File: src/rtl/alu_pkg.sv
// Shared opcodes, FSM state encoding and default width
// for the multicycle execute-stage ALU.
package alu_pkg;

  localparam int ALU_WIDTH = 16;

  localparam logic [2:0] ALU_ADD = 3'b000;
  localparam logic [2:0] ALU_SUB = 3'b001;
  localparam logic [2:0] ALU_AND = 3'b010;
  localparam logic [2:0] ALU_OR  = 3'b011;
  localparam logic [2:0] ALU_XOR = 3'b100;
  localparam logic [2:0] ALU_SLL = 3'b101;
  localparam logic [2:0] ALU_SRL = 3'b110;
  localparam logic [2:0] ALU_MUL = 3'b111;

  typedef enum logic {
    ST_IDLE = 1'b0,
    ST_MUL  = 1'b1
  } state_t;

endpackage

File: src/rtl/shift_add_multiplier_component.sv
// Iterative shift-add unsigned multiplier, one bit per step.
// Ports: clock, reset, load, step, a, b -> fin, lo (+hi_nz under ALU_OVERFLOW_FLAG_EN).
module shift_add_multiplier_component
  import alu_pkg::*;
#(
  parameter int WIDTH = ALU_WIDTH
) (
  input  logic             clock,
  input  logic             reset,
  input  logic             load,
  input  logic             step,
  input  logic [WIDTH-1:0] a,
  input  logic [WIDTH-1:0] b,
  output logic             fin,
  output logic [WIDTH-1:0] lo
`ifdef ALU_OVERFLOW_FLAG_EN
  , output logic           hi_nz
`endif
);

  localparam int CW = $clog2(WIDTH);

  logic [WIDTH-1:0]   mcand_q;
  logic [WIDTH-1:0]   mplier_q;
  logic [2*WIDTH-1:0] prod_q;
  logic [2*WIDTH-1:0] prod_d;
  logic [CW-1:0]      cnt_q;
  logic [WIDTH:0]     sum;

  // Upper-half add keeps its carry, then the
  // whole product shifts right by one.
  always_comb begin
    sum = {1'b0, prod_q[2*WIDTH-1:WIDTH]};
    if (mplier_q[0])
      sum = sum + {1'b0, mcand_q};
    prod_d = {sum, prod_q[WIDTH-1:1]};
  end

  // lo comes from prod_d: the final step's
  // result is written out on the same edge.
  assign fin = step && (cnt_q == CW'(WIDTH-1));
  assign lo  = prod_d[WIDTH-1:0];
`ifdef ALU_OVERFLOW_FLAG_EN
  assign hi_nz = |prod_d[2*WIDTH-1:WIDTH];
`endif

  always_ff @(posedge clock or posedge reset) begin
    if (reset) begin
      mcand_q  <= '0;
      mplier_q <= '0;
      prod_q   <= '0;
      cnt_q    <= '0;
    end else if (load) begin
      mcand_q  <= a;
      mplier_q <= b;
      prod_q   <= '0;
      cnt_q    <= '0;
    end else if (step) begin
      prod_q   <= prod_d;
      mplier_q <= mplier_q >> 1;
      cnt_q    <= cnt_q + 1'b1;
    end
  end

endmodule

File: src/rtl/alu_multicycle_component.sv
// Execute-stage ALU: 1-edge logic/arith/shift, WIDTH-edge multiply.
// Ports: clock, reset, in_a, in_b, op, start -> out, busy, done, zero (+ovf under ALU_OVERFLOW_FLAG_EN).
module alu_multicycle_component
  import alu_pkg::*;
#(
  parameter int WIDTH = ALU_WIDTH
) (
  input  logic             clock,
  input  logic             reset,
  input  logic [WIDTH-1:0] in_a,
  input  logic [WIDTH-1:0] in_b,
  input  logic [2:0]       op,
  input  logic             start,
  output logic [WIDTH-1:0] out,
  output logic             busy,
  output logic             done,
  output logic             zero
`ifdef ALU_OVERFLOW_FLAG_EN
  , output logic           ovf
`endif
);

  localparam int SW = $clog2(WIDTH);

  state_t           state_q;
  logic [WIDTH-1:0] alu_r;
  logic [SW-1:0]    shamt;
  logic             mul_load;
  logic             mul_step;
  logic             mul_fin;
  logic [WIDTH-1:0] mul_lo;
`ifdef ALU_OVERFLOW_FLAG_EN
  logic             mul_hi_nz;
  logic             alu_v;
`endif

  assign shamt = in_b[SW-1:0];

  always_comb begin
    alu_r = '0;
    unique case (op)
      ALU_ADD: alu_r = in_a + in_b;
      ALU_SUB: alu_r = in_a - in_b;
      ALU_AND: alu_r = in_a & in_b;
      ALU_OR:  alu_r = in_a | in_b;
      ALU_XOR: alu_r = in_a ^ in_b;
      ALU_SLL: alu_r = in_a << shamt;
      ALU_SRL: alu_r = in_a >> shamt;
      ALU_MUL: alu_r = '0;
      default: alu_r = '0;
    endcase
  end

`ifdef ALU_OVERFLOW_FLAG_EN
  // Signed overflow: operand signs (b inverted
  // for sub) agree but the result sign differs.
  always_comb begin
    alu_v = 1'b0;
    unique case (op)
      ALU_ADD: alu_v = (in_a[WIDTH-1] == in_b[WIDTH-1]) &&
                       (alu_r[WIDTH-1] != in_a[WIDTH-1]);
      ALU_SUB: alu_v = (in_a[WIDTH-1] != in_b[WIDTH-1]) &&
                       (alu_r[WIDTH-1] != in_a[WIDTH-1]);
      default: alu_v = 1'b0;
    endcase
  end
`endif

  assign mul_load = (state_q == ST_IDLE) && start &&
                    (op == ALU_MUL);
  assign mul_step = (state_q == ST_MUL);

  shift_add_multiplier_component #(
    .WIDTH (WIDTH)
  ) u_mul (
    .clock (clock),
    .reset (reset),
    .load  (mul_load),
    .step  (mul_step),
    .a     (in_a),
    .b     (in_b),
    .fin   (mul_fin),
    .lo    (mul_lo)
`ifdef ALU_OVERFLOW_FLAG_EN
    , .hi_nz (mul_hi_nz)
`endif
  );

  always_ff @(posedge clock or posedge reset) begin
    if (reset) begin
      state_q <= ST_IDLE;
      out     <= '0;
      busy    <= 1'b0;
      done    <= 1'b0;
      zero    <= 1'b0;
`ifdef ALU_OVERFLOW_FLAG_EN
      ovf     <= 1'b0;
`endif
    end else begin
      done <= 1'b0;
      unique case (state_q)
        ST_IDLE: begin
          if (start) begin
            if (op == ALU_MUL) begin
              busy    <= 1'b1;
              state_q <= ST_MUL;
            end else begin
              out  <= alu_r;
              zero <= (alu_r == '0);
              done <= 1'b1;
`ifdef ALU_OVERFLOW_FLAG_EN
              ovf  <= alu_v;
`endif
            end
          end
        end
        ST_MUL: begin
          if (mul_fin) begin
            out     <= mul_lo;
            zero    <= (mul_lo == '0);
            done    <= 1'b1;
            busy    <= 1'b0;
            state_q <= ST_IDLE;
`ifdef ALU_OVERFLOW_FLAG_EN
            ovf     <= mul_hi_nz;
`endif
          end
        end
        default: state_q <= ST_IDLE;
      endcase
    end
  end

endmodule

File: config.mk
export PLATFORM = sky130hd
export DESIGN_NAME = alu_multicycle_component
export DESIGN_NICKNAME = d
export VERILOG_FILES = /design/src/rtl/alu_pkg.sv /design/src/rtl/shift_add_multiplier_component.sv /design/src/rtl/alu_multicycle_component.sv
export SDC_FILE = /design/constraint.sdc
export NUM_CORES = 1
export LEC_CHECK = 0
export BUFFER_PORTS_ARGS = -buffer_cell sky130_fd_sc_hd__buf_2
export CORE_ASPECT_RATIO = 0.75
export CORE_UTILIZATION = 35
export CTS_BUF_LIST = sky130_fd_sc_hd__clkbuf_8
export CTS_CLUSTER_DIAMETER = 40
export CTS_CLUSTER_SIZE = 8
export DETAILED_ROUTE_END_ITERATION = 8
export PLACE_DENSITY = 0.6
export RECOVER_POWER = 100
export SYNTH_ARGS = -nofsm -noshare
export SYNTH_HDL_FRONTEND = slang
export SYNTH_SLANG_ARGS = --single-unit
File: constraint.sdc
create_clock -name clock -period 7.16 [get_ports clock]
set_clock_uncertainty 0.1 [all_clocks]
set_input_delay 0.716 -clock clock [delete_from_list [all_inputs] [get_ports clock]]
set_output_delay 0.716 -clock clock [all_outputs]
set_load 0.02 [all_outputs]
# [After elaboration in Yosys (flattened, before gate mapping)]
# Cells that the tools add are included.
[word_totals] reg_bits=88 latchBits=0 ram_bits=0 romBits=0 out_inout_bits=19 elab_cells=68 memories=0
[classes] add_sub_neg=4 n_mul=0 div=0 magnitude_cmp=0 n_eq_ne=12 shifts=2 muxes=28 bitwise_logic=4 n_reduce_logical=9
[ops] operator="one-hot mux 16 bit (8 select lines)" count=1
[ops] operator="two-way mux 16 bit" count=5
[ops] operator="two-way mux 32 bit" count=2
[ops] operator="logical NOT 16 bit" count=2
[ops] operator="one-hot mux 16 bit (2 select lines)" count=1
[ops] operator="adder 16 x 16 -> 17 bit" count=1
[ops] operator="two-way mux 17 bit" count=1
[ops] operator="adder 16 bit" count=1
[ops] operator="bitwise AND 16 bit" count=1
[ops] operator="OR 16 bit" count=1
[ops] operator="<< shifter 16 x 4 -> 16 bit" count=1
[ops] operator="right shift 16 x 4 -> 16 bit" count=1
[ops] operator="subtractor 16 bit" count=1
[ops] operator="XOR 16 bit" count=1
[ops] operator="equality test 3 bit, second input constant" count=4
[ops] operator="two-way mux 1 bit" count=12
[ops] operator="two-way mux 4 bit" count=2
[ops] operator="one-hot mux 1 bit (2 select lines)" count=4
[ops] operator="equality test 3 x 2 -> 1 bit, second input constant" count=2
[ops] operator="AND reduction 3 bit" count=2
[ops] operator="adder 4 x 1 -> 4 bit, second input constant" count=1
[ops] operator="equality test 4 bit, second input constant" count=1
[ops] operator="!= test 2 x 1 -> 1 bit, second input constant" count=2
[ops] operator="!= test 2 bit, second input constant" count=2
[ops] operator="5 further kinds" count=7

# [Depth between registers and ports, before layout]
[logic_depth] word_depth=6 depth_mapped=20 ltp_nobuf=15

# [Hierarchy]
# A second synthesis with hierarchy kept.
[unflattened] cells_unflattened=978 hier_area_um2=8413.1
[modules_own_cells] mod="alu_multicycle_component" instances=1 cells_each=606 area_per_inst_um2=4660.7
[modules_own_cells] mod="shift_add_multiplier_component" instances=1 cells_each=372 area_per_inst_um2=3752.3

# [Least setup slack after synthesis]
# Ideal clock, no wire load.
[synth_timing] path_kind="input -> register" startpoint="in in_b[0]" endpoint="reg zero" arrival_time_ns=4.570 required_time_ns=6.968 path_slack_ns=2.398 path_stages=20 n_path_buf=5 path_cell_list="buf_6 > buf_2 > buf_2 > buf_2 > inv_1 > ha_1 > nand4_1 > o41ai_1 > nand2_1 > xnor2_1 > ha_1 > clkbuf_1 > nand4b_1 > nor3_1 > a2111oi_4 > nand3_1 > or4_1 > nor3_1 > nand4b_1 > o31ai_2"
[synth_between] elab_chain_cells=6
[synth_rtl] item="from (decl)" line_no="alu_multicycle_component.sv:11" rtl="input logic [WIDTH-1:0] in_b,"
[synth_rtl] item="subtractor 16 bit, or another cell as far along" line_no="alu_multicycle_component.sv:43" rtl="ALU_SUB: alu_r = in_a - in_b;"
[synth_rtl] item="one-hot mux 16 bit (8 select lines) (*)" line_no="alu_multicycle_component.sv:41" rtl="unique case (op)"
[synth_rtl] item="logical NOT 16 bit (*)" line_no="alu_multicycle_component.sv:109" rtl="zero <= (alu_r == '0);"
[synth_rtl] item="two-way mux 1 bit (*)" line_no="alu_multicycle_component.sv:104" rtl="if (op == ALU_MUL) begin"
[synth_rtl] item="two-way mux 1 bit (*)" line_no="alu_multicycle_component.sv:103" rtl="if (start) begin"
[synth_rtl] item="one-hot mux 1 bit (2 select lines) (*)" line_no="alu_multicycle_component.sv:101" rtl="unique case (state_q)"
[synth_rtl] item="to (signal assigned)" line_no="alu_multicycle_component.sv:109"
[synth_rtl] item="to (signal assigned)" line_no="alu_multicycle_component.sv:120" rtl="zero <= (mul_lo == '0);"
[synth_rtl] item="to (decl)" line_no="alu_multicycle_component.sv:17" rtl="output logic zero"
# Mark *: on every way between the ends. The rest lies on a longest branch, timed or not. The select of a mux whose other input is x is not followed.
# A chain may end at the register's enable or synchronous reset.

# [Worst setup path after layout]
[layout_timing] startpoint="reg state_q, in the netlist mul_step" endpoint="reg u_mul.mplier_q[2]"
[layout_between] elab_chain_cells=4
[layout_rtl] item="from (decl)" line_no="alu_multicycle_component.sv:25" rtl="state_t state_q;"
[layout_rtl] item="from (signal assigned)" line_no="alu_multicycle_component.sv:91" rtl="state_q <= ST_IDLE;"
[layout_rtl] item="from (signal assigned)" line_no="alu_multicycle_component.sv:106" rtl="state_q <= ST_MUL;"
[layout_rtl] item="from (signal assigned)" line_no="alu_multicycle_component.sv:123" rtl="state_q <= ST_IDLE;"
[layout_rtl] item="inverter 1 bit"
[layout_rtl] item="logical AND 1 bit (2 in a row)" line_no="alu_multicycle_component.sv:69" rtl="assign mul_load = (state_q == ST_IDLE) && start &&"
[layout_rtl] item="two-way mux 16 bit or nonzero test 2 bit (tied branches)"
[layout_rtl] item="to (signal assigned)" line_no="shift_add_multiplier_component.sv:60" rtl="mplier_q <= mplier_q >> 1;"
[layout_rtl] item="to (decl)" line_no="shift_add_multiplier_component.sv:24" rtl="logic [WIDTH-1:0] mplier_q;"
# Parallel ways exist; a longest one is shown, timed or not.

==> qor.csv <==
metric,value,unit
outcome,finished with violations,
failing checks,"capacitance limit, slew limit",
TritonCTS buffer count,9,
fin area,0.00850,mm²
# Max-Cap Violations,3,
Power Internal,1.42,mW
post-synthesis net count,1037,
layout cells sized above 1,10.7,%
vias per cell,5.81,
Critical Path Fanout Max,74,
biggest area consumer among synthesized cells,dfrtp_1,
Total Wirelength,25200,µm
crit path capture type,flop,
post-CTS setup buffers,0,
"antenna viol nets, final",0,
first-pass GRT wire length,39400,µm
I/O pins,57,
sw frac,45.4,%
Clock Latency Late Sink,0.36,ns
clock-pin transition on the worst setup and hold timing paths,0.10,ns
register share of total power,33.0,%
Hold Slack,0.327,ns
Tightest Pin Transition,3.79,ns
RSZ-0062 raised after global routing,false,
fin nets,1056,
initial antenna violation count,1,
maximum vdd drop,120,µV
die width,175,µm
Setup CP Type,flop to flop,
die height,132,µm
max frequency,0.186,GHz
"Cell Area, Placed",0.00836,mm²
"Distinct cells, synth",75,
Sink Count,87,
largest net degree at the start of global routing,75,
PnR worst setup slack,1.78,ns
Residual DRC,0,
Vias,7261,
PortBufs,56,
DPL Wire Length,18900,µm
cts hold-fix bufs,0,
Psw,1.18,mW
Startpoint Class,flop,
Cell Pwr Density,305,mW/mm²
global route overflow,0,
vias in the first global route,6554,
gpl congestion,0.993,
endpoints failing setup,0,
combinational share of power,54.7,%
Yosys reg bits,87,
Slew Limit Fails,185,
Post-Layout Cell Count,1249,
ys flop type,dfrtp_1,
CTS tree,yes,
Max clock buf depth,2,
cell count after synthesis,931,
Area Growth Syn to Fin,8.12,%
synth top area cells,"dfrtp_1 28%, ha_1 11%, mux2i_1 5.0%",
Leak Pwr,3.76,nW
Synth Area per Inst,8.44,µm²
clock share of power,12.3,%
die area,0.0231,mm²
worst hold path class,input pin to async pin,
sequential fraction of the synthesis area,27.7,%
row count,47,
CP Data Required Time,7.31,ns
placed cell count,1233,
Placement Setup Slack,2.10,ns
Root Driver,clkbuf_8,
TNS Setup,0,ns
relative slew slack,-153,%
DR pass1 iterations,6,
Max H-tree Level,3,
endpoints failing hold,0,
DRT iter0 DRCs,792,
ys async rst share,100,%
WL per Instance,20.2,µm
mapped cell area,0.00786,mm²
Final period util,75.1,%
number of flops mapped to enable cells by yosys,0,
Critical Path AT,5.53,ns
min cycle time layout,5.38,ns
count of synthesis-stage warnings from yosys,0,
Core ar.,0.0221,mm²
post-CTS resize count,0,
Starting Density,35.6,%
ANT cells,0,
GR Util All Layers,22.0,%
top-area cell type share of the netlist area,27.7,%
## path summary, 6_finish.rpt
check,start,endpoint,slack (ns),cells past startpoint
max,mul_step,u_mul.mplier_q[2],1.78,6
min,reset,out[10],0.33,2
max reg2reg,mul_step,u_mul.mplier_q[2],1.78,6
min reg2reg,busy,busy,0.39,2
max in group asynchronous,reset,mul_step,2.40,3
min in group clock,busy,busy,0.39,2
## registers in the layout (all words and copies together) (netlist names)
register        count
busy                1
done                1
mul_step            1
out                16
u_mul.cnt_q         4
u_mul.mcand_q      16
u_mul.mplier_q     16
u_mul.prod_q       31
zero                1
## per-layer routing
metal,share of wire [%],global-route usage [%],vias to the layer above
met4,1.2,3.82,2
met1,50,35.2,3427
li1,-,-,3457
met3,9.2,4.01,28
met5,0.040,0,-
met2,40,30.4,347
## cells by family (layout without fill, tap and decap cells)
| family | after synthesis | in the layout | synth area share, % |
|---|---|---|---|
| mux | 71 | 71 | 11.3 |
| fa+ha+maj | 68 | 68 | 11.0 |
| buf+inv | 106 | 130 | 5.36 |
| xor+xnor | 32 | 32 | 3.57 |
| compound gates | 273 | 273 | 23.3 |
| flops | 87 | 87 | 27.7 |
| simple gates | 294 | 294 | 17.8 |
## cells in the mapped netlist (16+ instances only)
| master | number |
|---|---|
| a221o_1 | 16 |
| mux2i_1 | 39 |
| ha_1 | 66 |
| clkbuf_1 | 41 |
| nand2_1 | 89 |
| inv_1 | 42 |
| a21oi_1 | 63 |
| dfrtp_1 | 87 |
| nor2_1 | 85 |
| xnor2_1 | 25 |
| o21ai_0 | 60 |
| nand3_1 | 21 |
| nand2b_1 | 21 |
## per-stage QoR
stage / power (mW) / utilization [%]
2_1_floorplan: 1.92 / -
3_3_place_gp: 2.26 / 37.9
3_5_place_dp: 2.28 / 37.9
4_1_cts: 2.62 / 38.7
5_1_grt: 2.83 / 38.5
6_report: 2.60 / 38.5
## power groups by stage
stage / clock [mW] / sequential, mW / combinational (mW)
final: 0.320 / 0.857 / 1.42
after global routing: 0.356 / 0.885 / 1.59
after CTS: 0.335 / 0.855 / 1.43
after detailed placement: 0 / 0.864 / 1.42
after global placement: 0 / 0.861 / 1.40
after floorplan: 0 / 0.886 / 1.03
## cell usage in the layout (no fill, tap or decap), types with 10 or more instances in the layout
| cell | n |
|---|---|
| ha_1 | 66 |
| dfrtp_1 | 86 |
| xnor2_1 | 25 |
| a21oi_1 | 63 |
| buf_2 | 37 |
| nor2_1 | 85 |
| o21ai_0 | 62 |
| a221o_1 | 16 |
| mux2i_1 | 39 |
| nand2b_1 | 21 |
| a31oi_1 | 11 |
| a21o_1 | 15 |
| clkbuf_1 | 22 |
| inv_1 | 42 |
| nor3_1 | 15 |
| nor4_1 | 10 |
| nand2_1 | 89 |
| a211oi_1 | 12 |
| mux4_2 | 10 |
| nand3_1 | 21 |
## layout make-up
class                   instances  area, µm²
clock buffers                   9        124
clock inverters                 7       55.1
fillers                      2308      13600
inverters                      47        178
multi-input cells             738       5270
flip-flops and latches         87       2180
well taps                     294        368
repair buffers                 67        328
## worst max-delay path, cell delays in order (launching register included)
cell	delay [ns]
dfrtp_2	0.35
clkbuf_1	2.21
clkinv_1	0.41
nand3_1	1.23
buf_4	0.52
nor2_1	0.12
a221o_1	0.28
Power figures use the tool's default switching activity.
